[src/rtl/seq_mag_comparator.sv]
// seq_mag_comparator
//   Multi-cycle magnitude comparator. Compares two WIDTH-bit operands
//   MSB-first, DIGIT bits per clock, and stops at the first differing digit.
//   When every digit matches, the result comes from the cascade inputs
//   (eq_in/gt_in), so the block can sit behind a less-significant stage.
//   A signed_mode flag selects a two's-complement compare.
//
// Ports
//   clk, rst_n         clock, async active-low reset
//   start              request; accepted when busy=0 (IDLE or HOLD)
//   A, B               operands, latched on acceptance
//   eq_in, gt_in       cascade "lower part equal / greater", latched
//   signed_mode        1 = two's-complement compare, latched
//   busy               scan in progress
//   done               one-cycle pulse, result valid
//   EQ, GT, LT         result flags; held until the next acceptance
//   digits             number of digits examined for the last result
module seq_mag_comparator #(
  parameter  int WIDTH = 16,
  parameter  int DIGIT = 4,
  localparam int N     = WIDTH / DIGIT,
  localparam int CW    = $clog2(N + 1)
) (
  input  logic             clk,
  input  logic             rst_n,
  input  logic             start,
  input  logic [WIDTH-1:0] A,
  input  logic [WIDTH-1:0] B,
  input  logic             eq_in,
  input  logic             gt_in,
  input  logic             signed_mode,
  output logic             busy,
  output logic             done,
  output logic             EQ,
  output logic             GT,
  output logic             LT,
  output logic [CW-1:0]    digits
);

  typedef enum logic [1:0] {IDLE, SCAN, HOLD} state_t;

  localparam logic [WIDTH-1:0] MSB  = WIDTH'(1) << (WIDTH - 1);
  localparam logic [CW-1:0]    LAST = CW'(N - 1);

  state_t           state, nxt;
  logic [WIDTH-1:0] a_sh, b_sh;   // operands, shifted left one digit per step
  logic             c_eq, c_gt;   // latched cascade inputs
  logic [CW-1:0]    idx;          // index of the digit under compare
  logic [DIGIT-1:0] da, db;
  logic             dig_ne, dig_gt, last, accept;

  // The current digit always sits at the top of the shift registers.
  assign da     = a_sh[WIDTH-1 -: DIGIT];
  assign db     = b_sh[WIDTH-1 -: DIGIT];
  assign dig_ne = (da != db);
  assign dig_gt = (da > db);
  assign last   = (idx == LAST);
  assign accept = start && (state != SCAN);

  // State register
  always_ff @(posedge clk or negedge rst_n) begin
    if (!rst_n) state <= IDLE;
    else        state <= nxt;
  end

  // Next-state logic
  always_comb begin
    nxt = state;
    case (state)
      IDLE, HOLD: if (start)          nxt = SCAN;
      SCAN:       if (dig_ne || last) nxt = HOLD;
      default:                        nxt = IDLE;
    endcase
  end

  // Outputs decoded from state
  always_comb begin
    busy = (state == SCAN);
  end

  // Datapath and registered result
  always_ff @(posedge clk or negedge rst_n) begin
    if (!rst_n) begin
      a_sh   <= '0;
      b_sh   <= '0;
      c_eq   <= 1'b0;
      c_gt   <= 1'b0;
      idx    <= '0;
      done   <= 1'b0;
      EQ     <= 1'b0;
      GT     <= 1'b0;
      LT     <= 1'b0;
      digits <= '0;
    end else begin
      done <= 1'b0;
      if (accept) begin
        // Flipping both sign bits maps two's-complement order onto
        // unsigned order, so the scan itself never needs to know the mode.
        a_sh   <= signed_mode ? (A ^ MSB) : A;
        b_sh   <= signed_mode ? (B ^ MSB) : B;
        c_eq   <= eq_in;
        c_gt   <= gt_in;
        idx    <= '0;
        EQ     <= 1'b0;
        GT     <= 1'b0;
        LT     <= 1'b0;
        digits <= '0;
      end else if (state == SCAN) begin
        if (dig_ne) begin
          EQ     <= 1'b0;
          GT     <= dig_gt;
          LT     <= !dig_gt;
          digits <= idx + CW'(1);
          done   <= 1'b1;
        end else if (last) begin
          // All digits equal: the lower stage decides; gt_in is moot when eq_in.
          EQ     <= c_eq;
          GT     <= !c_eq && c_gt;
          LT     <= !c_eq && !c_gt;
          digits <= CW'(N);
          done   <= 1'b1;
        end else begin
          idx  <= idx + CW'(1);
          a_sh <= a_sh << DIGIT;
          b_sh <= b_sh << DIGIT;
        end
      end
    end
  end

endmodule

[config.mk]
export PLATFORM = sky130hd
export DESIGN_NAME = seq_mag_comparator
export DESIGN_NICKNAME = d
export VERILOG_FILES = /design/src/rtl/seq_mag_comparator.sv
export SDC_FILE = /design/constraint.sdc
export NUM_CORES = 1
export LEC_CHECK = 0
export CAP_MARGIN = 20
export CORE_UTILIZATION = 54
export CTS_BUF_LIST = sky130_fd_sc_hd__clkbuf_16
export DETAILED_ROUTE_END_ITERATION = 6
export PLACE_DENSITY = 0.84
export RECOVER_POWER = 50
export SLEW_MARGIN = 20
export SYNTH_ARGS = -nofsm -noshare
export SYNTH_HDL_FRONTEND = slang
export SYNTH_SLANG_ARGS = --single-unit
[constraint.sdc]
create_clock -name clk -period 4.8 [get_ports clk]
set_input_delay 0.96 -clock clk [delete_from_list [all_inputs] [get_ports clk]]
set_output_delay 0.96 -clock clk [all_outputs]
set_load 0.02 [all_outputs]
==> results.md, run 1 <==
- Skew-Pair Late Insertion Delay: 0.29 ns
- FP Rows: 22
- Clock sinks: 46
- Clk_skew: 0.002579 ns
- Mapped Area: 2101 um2
- Critical path peak fanout: 35
- Placer's final routability congestion estimate: 0.7637
- Final net count: 304
- Setup ws final: 1.939 ns
- Most frequent cells in the layout: 49 x nand2_1, 46 x dfrtp_1, 44 x clkdlybuf4s50_1
- Root Buffer: clkbuf_16
- Largest net degree at the start of global routing: 47
- Fin Setup TNS: 0 ns
- Status: complete, but fails checks
- Syn Nets: 261
- Async S/R FF share, synth: 100.0%
- WL/cell: 14.28 um
- Die height: 64.37 um
- YS warnings: 0
- Diodes inserted: 0
- Final number of setup-violating endpoints: 0
- CP Capture Type: flip-flop
- CP Data Required Time: 4.97 ns
- Worst setup SP type: flip-flop
- Kind of critical path: reg2reg
- Vias per std cell: 5.602
- Leakage: 1.248 nW
- Hold_ws: 0.4896 ns
- Sequential-to-total area share from yosys stat: 54.79%
- 1st-pass router iterations: 4
- Max Freq: 349.5 MHz
- Synth Register Bits: 46
- Initial antenna violation count: 0
- Port bufs: 45
- Post-CTS sizing: 0
- Fill count: 282
- Post-layout util: 73.10%
- Main flop type after synthesis: dfrtp_1
- Slew @ Worst Pin: 2.357 ns
- Die Wd: 64.37 um
- Initial DRC count: 140
- Peak supply drop: 0.0002987 V
- Area of the core: 3689 um2
- Final Hold Fails: 0
- Worst hold-check path type: reg2reg
- Final worst path period share: 59.61%
- Synth Instances: 217
- Vias in the first global route: 1677
- Syn Area/Cell: 9.681 um2
- DPL Wire Length: 2854 um
- R2r startpoint: a_sh[15]$_DFFE_PN0P_
- RSZ-0062 raised after global routing: no
- Worst Hold Launch: a_sh[5]$_DFFE_PN0P_
- Failing checks: max-capacitance violations, max-slew violations
- Final cell area excluding filler cells: 2696 um2
- H-Tree Depth: 2
- Gr usage total: 25.07%
- First-pass GRT wire length: 7817 um
- Synth cell types: 32
- Maxcap violations: 1
- Crit path time final: 2.861 ns
- Reg clk slew, reported paths: 0.06 ns
- CP arrival: 3.03 ns
- CTS tree: yes
- Top Ports: 46
- Starting Density: 56.95%
- Place WS: 2.346 ns
- Antenna-violating nets left: 0
- Placed inst area: 2561 um2
- Via count: 1731
- CP Launch Point: a_sh[15]$_DFFE_PN0P_
- Total grt overflow: 0
- Number of post-CTS setup repair buffers: 0
- Final slew viol count: 47
- DRC: 0
- Die footprint: 4144 um2
- Share of layout cells above drive strength 1: 5.747%
- Post-synth EDFFs: 0
- PD cells: 523.6 nW/um2
- Area delta synth->final: 28.35%
- Commonest non-fill, non-tap cell in the layout: nand2_1
- Worst slew margin: -57.10%
- Post-Route WL: 4414 um
- TritonCTS Buffers: 5
- CTS Buffer Depth: 2
- Hold buffers post-CTS: 0
## stage by stage
step                      power (mW)  std cells
final                          1.412        309
after global routing           1.514        309
after CTS                      1.428        309
after detailed placement       1.086        301
after global placement         1.062        301
after floorplan               0.9246        217
## cell type report
| type | instances | area, um2 | area share, % |
|---|---|---|---|
| Sequential cell | 46 | 1151 | 42.69 |
| Inverter | 10 | 37.54 | 1.392 |
| Timing Repair Buffer | 49 | 470.5 | 17.45 |
| Clock buffer | 5 | 125.1 | 4.640 |
| Multi-Input combinational cell | 148 | 830.8 | 30.81 |
| Clock inverter | 3 | 21.27 | 0.7889 |
| Tap cell | 48 | 60.06 | 2.227 |
## path summary, 6_finish.rpt
check | slack, ns | cells past startpoint | to
min in group asynchronous | 1.38 | 1 | digits[0]$_DFFE_PN0P_
setup reg to reg | 1.94 | 6 | b_sh[7]$_DFFE_PN0P_
setup / recovery | 1.94 | 6 | b_sh[7]$_DFFE_PN0P_
max in group asynchronous | 2.08 | 1 | idx[2]$_DFFE_PN0P_
hold reg to reg | 0.49 | 2 | a_sh[9]$_DFFE_PN0P_
hold / removal | 0.49 | 2 | a_sh[9]$_DFFE_PN0P_
## layer usage
layer / wire length (um) / track usage, % / vias up
li1: - / - / 845
met1: 1945 / 33.49 / 813
met2: 2120 / 37.89 / 63
met3: 275 / 8.214 / 10
met4: 72 / 9.444 / 0
met5: 0 / 0 / -
## critical path, stage by stage, from the launching register on
cell      delay (ns)
dfrtp_1         0.39
ha_1            0.30
nand4_1         0.34
or3_1           0.44
clkbuf_1        0.55
and3_1          0.45
a221o_1         0.26
## cell families after synthesis
kind of cell	after synthesis	synth area share, %
and+or+nand+nor	102	22.34
xor gates and xnor gates	2	0.8340
DFF	46	54.79
AOI/OAI and AO/OA	38	12.98
adders and majority gates	6	3.573
buffers and inverters	23	5.478
## power breakdown
| group | switching, mW | leakage (nW) | internal, mW | total [mW] |
|---|---|---|---|---|
| sequential | 0.0721 | 0.574 | 0.530 | 0.602 |
| combinational | 0.266 | 0.604 | 0.206 | 0.472 |
| clock | 0.145 | 0.0698 | 0.193 | 0.338 |
| total | 0.483 | 1.25 | 0.928 | 1.41 |
## Yosys cell counts, drive strengths merged (3+ instances only)
| cell type | instances | area [um2] |
|---|---|---|
| a31oi | 3 | 18.77 |
| o21ai | 11 | 58.80 |
| a21oi | 3 | 15.01 |
| nand3 | 32 | 160.2 |
| and3 | 6 | 37.54 |
| nand2b | 3 | 18.77 |
| a221o | 6 | 60.06 |
| dfrtp | 46 | 1151 |
| a22oi | 8 | 60.06 |
| nor3 | 3 | 20.02 |
| inv | 10 | 37.53 |
| nand2 | 49 | 183.9 |
| clkbuf | 4 | 15.01 |
| buf | 9 | 62.55 |
| nor2 | 6 | 22.52 |
| ha | 6 | 75.07 |
## registers in the layout, summed over array words and instances, names as in the netlist
register  flops
EQ            1
a_sh         16
b_sh         16
LT            1
digits        3
c_eq          1
GT            1
state         2
done          1
idx           3
c_gt          1
Note: power is estimated with default switching activity, not from simulation.
==> run 2: changes to the inputs <==
--- a/config.mk
+++ b/config.mk
@@ -6,10 +6,10 @@
 export NUM_CORES = 1
 export LEC_CHECK = 0
 export CAP_MARGIN = 20
-export CORE_UTILIZATION = 54
+export CORE_UTILIZATION = 45
 export CTS_BUF_LIST = sky130_fd_sc_hd__clkbuf_16
 export DETAILED_ROUTE_END_ITERATION = 6
-export PLACE_DENSITY = 0.84
+export PLACE_DENSITY = 0.75
 export RECOVER_POWER = 50
 export SLEW_MARGIN = 20
 export SYNTH_ARGS = -nofsm -noshare
==> constraint.sdc (replaced) <==
create_clock -name clk -period 2.5 [get_ports clk]
set_input_delay 0.5 -clock clk [delete_from_list [all_inputs] [get_ports clk]]
set_output_delay 0.5 -clock clk [all_outputs]
set_load 0.02 [all_outputs]
==> run 2 against run 1 <==
Effect of this change:
- the run now ends clean
- sequential cell count did not move
- sequential power rose by 91%
- clock skew rose by 0.0011 ns
- setup slack got worse by 1.7 ns
- first-iteration DRC count fell by 5.7%
- critical path depth fell by 3
- critical path type is now reg2out
- critical endpoint is now busy
- highest routed layer unchanged
==> results.md, run 2 (same netlist as run 1, synthesis figures left out) <==
- Largest net degree at the start of global routing: 37 (-21%)
- Fin Setup TNS: 0 ns (unchanged)
- Die Wd: 70.33 um (+9.3%)
- Leakage: 1.273 nW (+2.0%)
- Register share of total power: 42.8% (+0.2 points)
- Post-layout util: 61.68% (-11 points)
- Post-Route WL: 4464 um (+1.1%)
- Final worst path period share: 89.11%
- Via count: 1731 (unchanged)
- DRC: 0 (unchanged)
- PD cells: 989.1 nW/um2 (+89%)
- Skew-Pair Late Insertion Delay: 0.28 ns (about the same)
- CP Capture Type: output port
- Starting Density: 47.59% (-9.4 points)
- Post-CTS sizing: 0 (unchanged)
- Pint: 1.789 mW (+93%)
- Largest registers: a_sh x16, b_sh x16
- Top Ports: 46 (unchanged)
- TritonCTS Buffers: 5 (unchanged)
- R2R depth: 6 (unchanged)
- Maxcap violations: 0 (-1)
- WL/cell: 14.08 um (-1.4%)
- Worst setup SP type: flip-flop
- Cell-by-cell trace of the critical path: nand2b_1 > inv_2 > clkdlybuf4s50_1
- Final instance count without filler cells: 317 (+2.6%)
- 1st-pass router iterations: 5 (+1)
- Root Buffer: clkbuf_16
- Kind of critical path: reg2out
- Initial DRC count: 132 (-5.7%)
- Critical-path top delay cell: clkdlybuf4s50_1
- Clock sinks: 46 (unchanged)
- Critical path peak fanout: 9 (-74%)
- Vias per std cell: 5.461 (-2.5%)
- Antenna-violating nets left: 0 (unchanged)
- First-pass GRT wire length: 7921 um (+1.3%)
- Area of the core: 4414 um2 (+20%)
- FP Rows: 24 (+9.1%)
- Peak supply drop: 0.0004202 V (+41%)
- Placed cell count: 309 (+2.7%)
- CP Data Required Time: 2.00 ns (-2.97 ns)
- Max Freq: 448.9 MHz
- DPL Wire Length: 3139 um (+10%)
- Clock network power share: 22.9% (-1.0 points)
- Die height: 70.33 um (+9.3%)
- Placer's final routability congestion estimate: 0.7981 (+4.5%)
- Reg clk slew, reported paths: 0.06 ns (about the same)
- Area delta synth->final: 29.60%
- Initial antenna violation count: 0 (unchanged)
- Combinational Power Share: 34.3% (+0.8 points)
- Switching part of the total: 33.57% (-0.66 points)
- Final net count: 308 (+1.3%)
- Final Hold Fails: 0 (unchanged)
- Crit path time final: 2.228 ns
- H-Tree Depth: 2 (unchanged)
- Share of layout cells above drive strength 1: 6.415% (+0.67 points)
- Final slew viol count: 0 (-100%)
- Port bufs: 45 (unchanged)
- Gr usage total: 20.49% (-4.6 points)
- Die footprint: 4946 um2 (+19%)
- Vias in the first global route: 1729 (+3.1%)
- Commonest non-fill, non-tap cell in the layout: nand2_1
- CTS Buffer Depth: 2 (unchanged)
- Most frequent cells in the layout: 49 x nand2_1, 46 x dfrtp_1, 41 x clkdlybuf4s50_1
- Clk_skew: 0.003671 ns (+0.001092 ns)
- RSZ-0062 raised after global routing: no
- CP arrival: 1.73 ns (-1.30 ns)
- Slowest stage delay, CP: 0.64 ns (+0.09 ns)
- NetSw: 0.9039 mW (+87%)
- Buf+Inv Stages, Crit Path: 2 (+1)
- Final number of setup-violating endpoints: 0 (unchanged)
- Number of post-CTS setup repair buffers: 0 (unchanged)
- Cell depth of the worst setup path: 3 (-3)
- Top delay family on crit path: buffers and inverters
- Diodes inserted: 0 (unchanged)
- Worst hold-check path type: in2async
- Hold buffers post-CTS: 0 (unchanged)
- Total grt overflow: 0 (unchanged)
- Status: complete, no violations
- Worst slew margin: 33.68% (+91 points)
- CTS tree: yes
- Slew @ Worst Pin: 0.9947 ns (-1.362 ns)
## run 2: final timing paths
check / from / end / slack (ns)
max: state[1]$_DFFE_PN0P_ / busy / 0.27
min: rst_n / state[0]$_DFFE_PN0P_ / 0.32
max reg2reg: idx[0]$_DFFE_PN0P_ / b_sh[15]$_DFFE_PN0P_ / 0.42
min reg2reg: state[1]$_DFFE_PN0P_ / state[1]$_DFFE_PN0P_ / 0.48
min in group clk: state[1]$_DFFE_PN0P_ / state[1]$_DFFE_PN0P_ / 0.48
max in group asynchronous: rst_n / a_sh[8]$_DFFE_PN0P_ / 0.79
## run 2: metal layers
metal	track usage, %	vias to the layer above	wire, um
met5	0	-	0
met4	7.778	0	60
met2	30.26	47	2029
met3	4.762	6	217
li1	-	855	-
met1	29.25	823	2157
## run 2: metrics by stage
step	power, mW	worst slack [ns]	hold WS, ns	instance area [um2]
floorplan	1.775	0.6423	0.2044	2101
global placement	2.084	0.4560	0.4328	2609
detailed placement	2.109	0.3670	0.4418	2609
CTS	2.737	0.2651	0.1401	2746
global route	2.901	0.1808	0.3933	2723
finish	2.693	0.2724	0.3213	2723
## run 2: power by group through the flow
stage	registers, mW	logic [mW]	clock network, mW
2_1_floorplan	1.17	0.602	0
3_3_place_gp	1.16	0.922	0
3_5_place_dp	1.16	0.945	0
4_1_cts	1.15	0.951	0.632
5_1_grt	1.19	1.05	0.657
6_report	1.15	0.923	0.616
## run 2: final cells by class
class                   instances  area, um2
clock buffers                   5      125.1
clock inverters                 3      12.51
fillers                       375       1692
inverters                      10      37.54
multi-input cells             148      837.1
flip-flops and latches         46       1151
well taps                      52      65.06
repair buffers                 53      494.2
## run 2: worst reg2reg max path: stages (launching register included)
cell     delay [ns]
dfrtp_1        0.40
ha_1           0.21
ha_1           0.23
or3_1          0.57
buf_4          0.30
nand2_1        0.14
o21ai_0        0.09
==> run 3: changes to the inputs <==
--- a/config.mk
+++ b/config.mk
@@ -6,11 +6,13 @@
 export NUM_CORES = 1
 export LEC_CHECK = 0
 export CAP_MARGIN = 20
-export CORE_UTILIZATION = 45
+export CORE_MARGIN = 1.5
+export CORE_UTILIZATION = 54
 export CTS_BUF_LIST = sky130_fd_sc_hd__clkbuf_16
 export DETAILED_ROUTE_END_ITERATION = 6
-export PLACE_DENSITY = 0.75
+export PLACE_DENSITY = 0.84
 export RECOVER_POWER = 50
+export SETUP_SLACK_MARGIN = 0.2
 export SLEW_MARGIN = 20
 export SYNTH_ARGS = -nofsm -noshare
 export SYNTH_HDL_FRONTEND = slang
==> constraint.sdc (replaced) <==
create_clock -name clk -period 2.8 [get_ports clk]
set_input_delay 0.56 -clock clk [delete_from_list [all_inputs] [get_ports clk]]
set_output_delay 0.56 -clock clk [all_outputs]
set_load 0.02 [all_outputs]
==> run 3 against run 2 <==
Effect of this change:
- global-route usage up 3.6 points
- die area down 14%
- register-to-register slack better by 0.04 ns
- setup slack better by 0.18 ns
- largest cell class unchanged
- clock power up 20%
- critical endpoint is now GT$_DFFE_PN0P_
- critical path type is now reg2reg
- hold slack better by 0.15 ns
==> results.md, run 3 (same netlist as run 1, synthesis figures left out) <==
- Status: complete, no violations
- Commonest non-fill, non-tap cell in the layout: nand2_1
- Worst slew margin: 27.71% (-6.0 points)
- RSZ-0062 raised after global routing: no
- Placed cell count: 304 (-1.6%)
- Buf+Inv Stages, Crit Path: 1 (-1)
- CP Capture Type: flip-flop
- Pwr Total: 2.616 mW (-2.9%)
- CTS tree: yes
- Setup ws final: 0.4553 ns (+0.1830 ns)
- Critical path peak fanout: 23 (+14)
- Final instance count without filler cells: 312 (-1.6%)
- FP Rows: 22 (-8.3%)
- DPL Wire Length: 3232 um (+3.0%)
- Die height: 65.37 um (-7.0%)
- Crit path time final: 2.345 ns
- Final worst path period share: 83.74%
- Critical-path top delay cell: or3_1
- Most frequent cells in the layout: 49 x nand2_1, 46 x dfrtp_1, 43 x clkdlybuf4s50_1
- Vias per std cell: 5.593 (+2.4%)
- Largest registers: a_sh x16, b_sh x16
- Top Ports: 46 (unchanged)
- Initial DRC count: 144 (+9.1%)
- Kind of critical path: reg2reg
- Switching part of the total: 31.77% (-1.8 points)
- Maxcap violations: 0 (unchanged)
- Diodes inserted: 0 (unchanged)
- Total grt overflow: 0 (unchanged)
- Worst setup SP type: flip-flop
- Number of post-CTS setup repair buffers: 0 (unchanged)
- Post-CTS sizing: 0 (unchanged)
- Share of layout cells above drive strength 1: 6.818% (+0.40 points)
- Area delta synth->final: 31.57%
- Leakage: 1.290 nW (+1.4%)
- Post-Route WL: 4603 um (+3.1%)
- TritonCTS Buffers: 5 (unchanged)
- Reg clk slew, reported paths: 0.06 ns (about the same)
- PD cells: 946.3 nW/um2 (-4.3%)
- Die Wd: 65.37 um (-7.0%)
- Clock network power share: 28.4% (+5.5 points)
- Combinational Power Share: 31.8% (-2.5 points)
- Initial antenna violation count: 0 (unchanged)
- Final number of setup-violating endpoints: 0 (unchanged)
- Fin Setup TNS: 0 ns (unchanged)
- Worst hold-check path type: in2async
- Pint: 1.785 mW (-0.25%)
- Top delay family on crit path: simple AND/OR/NAND/NOR gates
- Root Buffer: clkbuf_16
- Final Hold Fails: 0 (unchanged)
- Via count: 1745 (+0.81%)
- DRC: 0 (unchanged)
- CP Data Required Time: 3.02 ns (+1.02 ns)
- CTS Buffer Depth: 2 (unchanged)
- Max Freq: 426.5 MHz
- H-Tree Depth: 2 (unchanged)
- Gr usage total: 24.11% (+3.6 points)
- Hold_ws: 0.4682 ns (+0.1469 ns)
- Vias in the first global route: 1685 (-2.5%)
- CP arrival: 2.56 ns (+0.83 ns)
- Hold buffers post-CTS: 0 (unchanged)
- 1st-pass router iterations: 4 (-1)
- Clock sinks: 46 (unchanged)
- Fill count: 283 (-25%)
- Cell-by-cell trace of the critical path: ha_1 > nand4_1 > or3_1 > buf_4 > o21ai_2 > a32o_1
- WL/cell: 14.75 um (+4.8%)
- Register share of total power: 39.8% (-3.0 points)
- Slew @ Worst Pin: 1.084 ns (+0.08960 ns)
- Antenna-violating nets left: 0 (unchanged)
- Skew-Pair Late Insertion Delay: 0.28 ns (about the same)
- Largest net degree at the start of global routing: 47 (+27%)
- Port bufs: 45 (unchanged)
- Die footprint: 4273 um2 (-14%)
- Final net count: 307 (-0.32%)
- Placer's final routability congestion estimate: 0.8519 (+6.7%)
- NetSw: 0.8308 mW (-8.1%)
- Slowest stage delay, CP: 0.62 ns (-0.02 ns)
- Final slew viol count: 0 (unchanged)
- First-pass GRT wire length: 7797 um (-1.6%)
- Area of the core: 3689 um2 (-16%)
- Clk_skew: 0.003095 ns (-0.0005760 ns)
- Peak supply drop: 0.0006041 V (+44%)
- Starting Density: 56.95% (+9.4 points)
- Place WS: 0.6550 ns (+0.2880 ns)
[run 3: changes by cell type in the layout (fill, tap and decap cells not counted)]
cell,delta
bufinv_16,+2
nand4_1,+1
clkdlybuf4s50_1,+2
nand4_2,-1
clkinv_2,-1
dlygate4sd3_1,-2
clkbuf_1,-3
nor2_2,-1
inv_1,-1
buf_4,+2
nor2_1,+1
[run 3: path summary, 6_finish.rpt]
| path | slack, ns | start | depth (start not counted) | endpoint |
|---|---|---|---|---|
| max | 0.46 | a_sh[14]$_DFFE_PN0P_ | 6 | GT$_DFFE_PN0P_ |
| min | 0.47 | rst_n | 1 | idx[1]$_DFFE_PN0P_ |
| max reg2reg | 0.46 | a_sh[14]$_DFFE_PN0P_ | 6 | GT$_DFFE_PN0P_ |
| min reg2reg | 0.48 | state[1]$_DFFE_PN0P_ | 2 | state[1]$_DFFE_PN0P_ |
| max in group asynchronous | 1.67 | rst_n | 1 | a_sh[12]$_DFFE_PN0P_ |
| min in group clk | 0.48 | state[1]$_DFFE_PN0P_ | 2 | state[1]$_DFFE_PN0P_ |
[run 3: worst reg2reg max path, delay by kind of cell, from the launching register on]
| kind | cells | cell delay [ns] |
|---|---|---|
| buffers and inverters | 1 | 0.29 |
| AND/OR/NAND/NOR | 2 | 0.97 |
| AO/OA/AOI/OAI | 2 | 0.30 |
| flip-flops | 1 | 0.39 |
| adder cells (fa/ha/maj) | 1 | 0.33 |
[run 3: power groups by stage]
| stage | logic, mW | clock network (mW) | registers, mW |
|---|---|---|---|
| 6_report | 0.833 | 0.742 | 1.04 |
| 2_1_floorplan | 0.538 | 0 | 1.05 |
| 5_1_grt | 0.931 | 0.786 | 1.06 |
| 4_1_cts | 0.852 | 0.750 | 1.04 |
| 3_3_place_gp | 0.805 | 0 | 1.03 |
| 3_5_place_dp | 0.831 | 0 | 1.04 |
[run 3: through the flow]
stage                     area [um2]  utilization [%]
after floorplan                 2101                -
after global placement          2584            70.05
after detailed placement        2584            70.05
after CTS                       2773            75.17
after global routing            2764            74.93
final                           2764            74.93
[run 3: final cells by class]
cell class	count	area, um2	share of cell area [%]
inverter	10	37.54	1.358
tap	48	60.06	2.173
timing repair buffer	52	498.0	18.02
multi-input combinational	148	828.3	29.97
sequential	46	1151	41.65
clock buffer	5	125.1	4.527
clock inverter	3	63.81	2.309
[run 3: routing by layer]
layer  GRT usage (%)  up-vias  part of all wire [%]
li1                -      856                     -
met1           33.49      817                    43
met2           37.24       61                    49
met3           6.678       11                   5.6
met4           7.031        0                   1.8
met5               0        -                     0
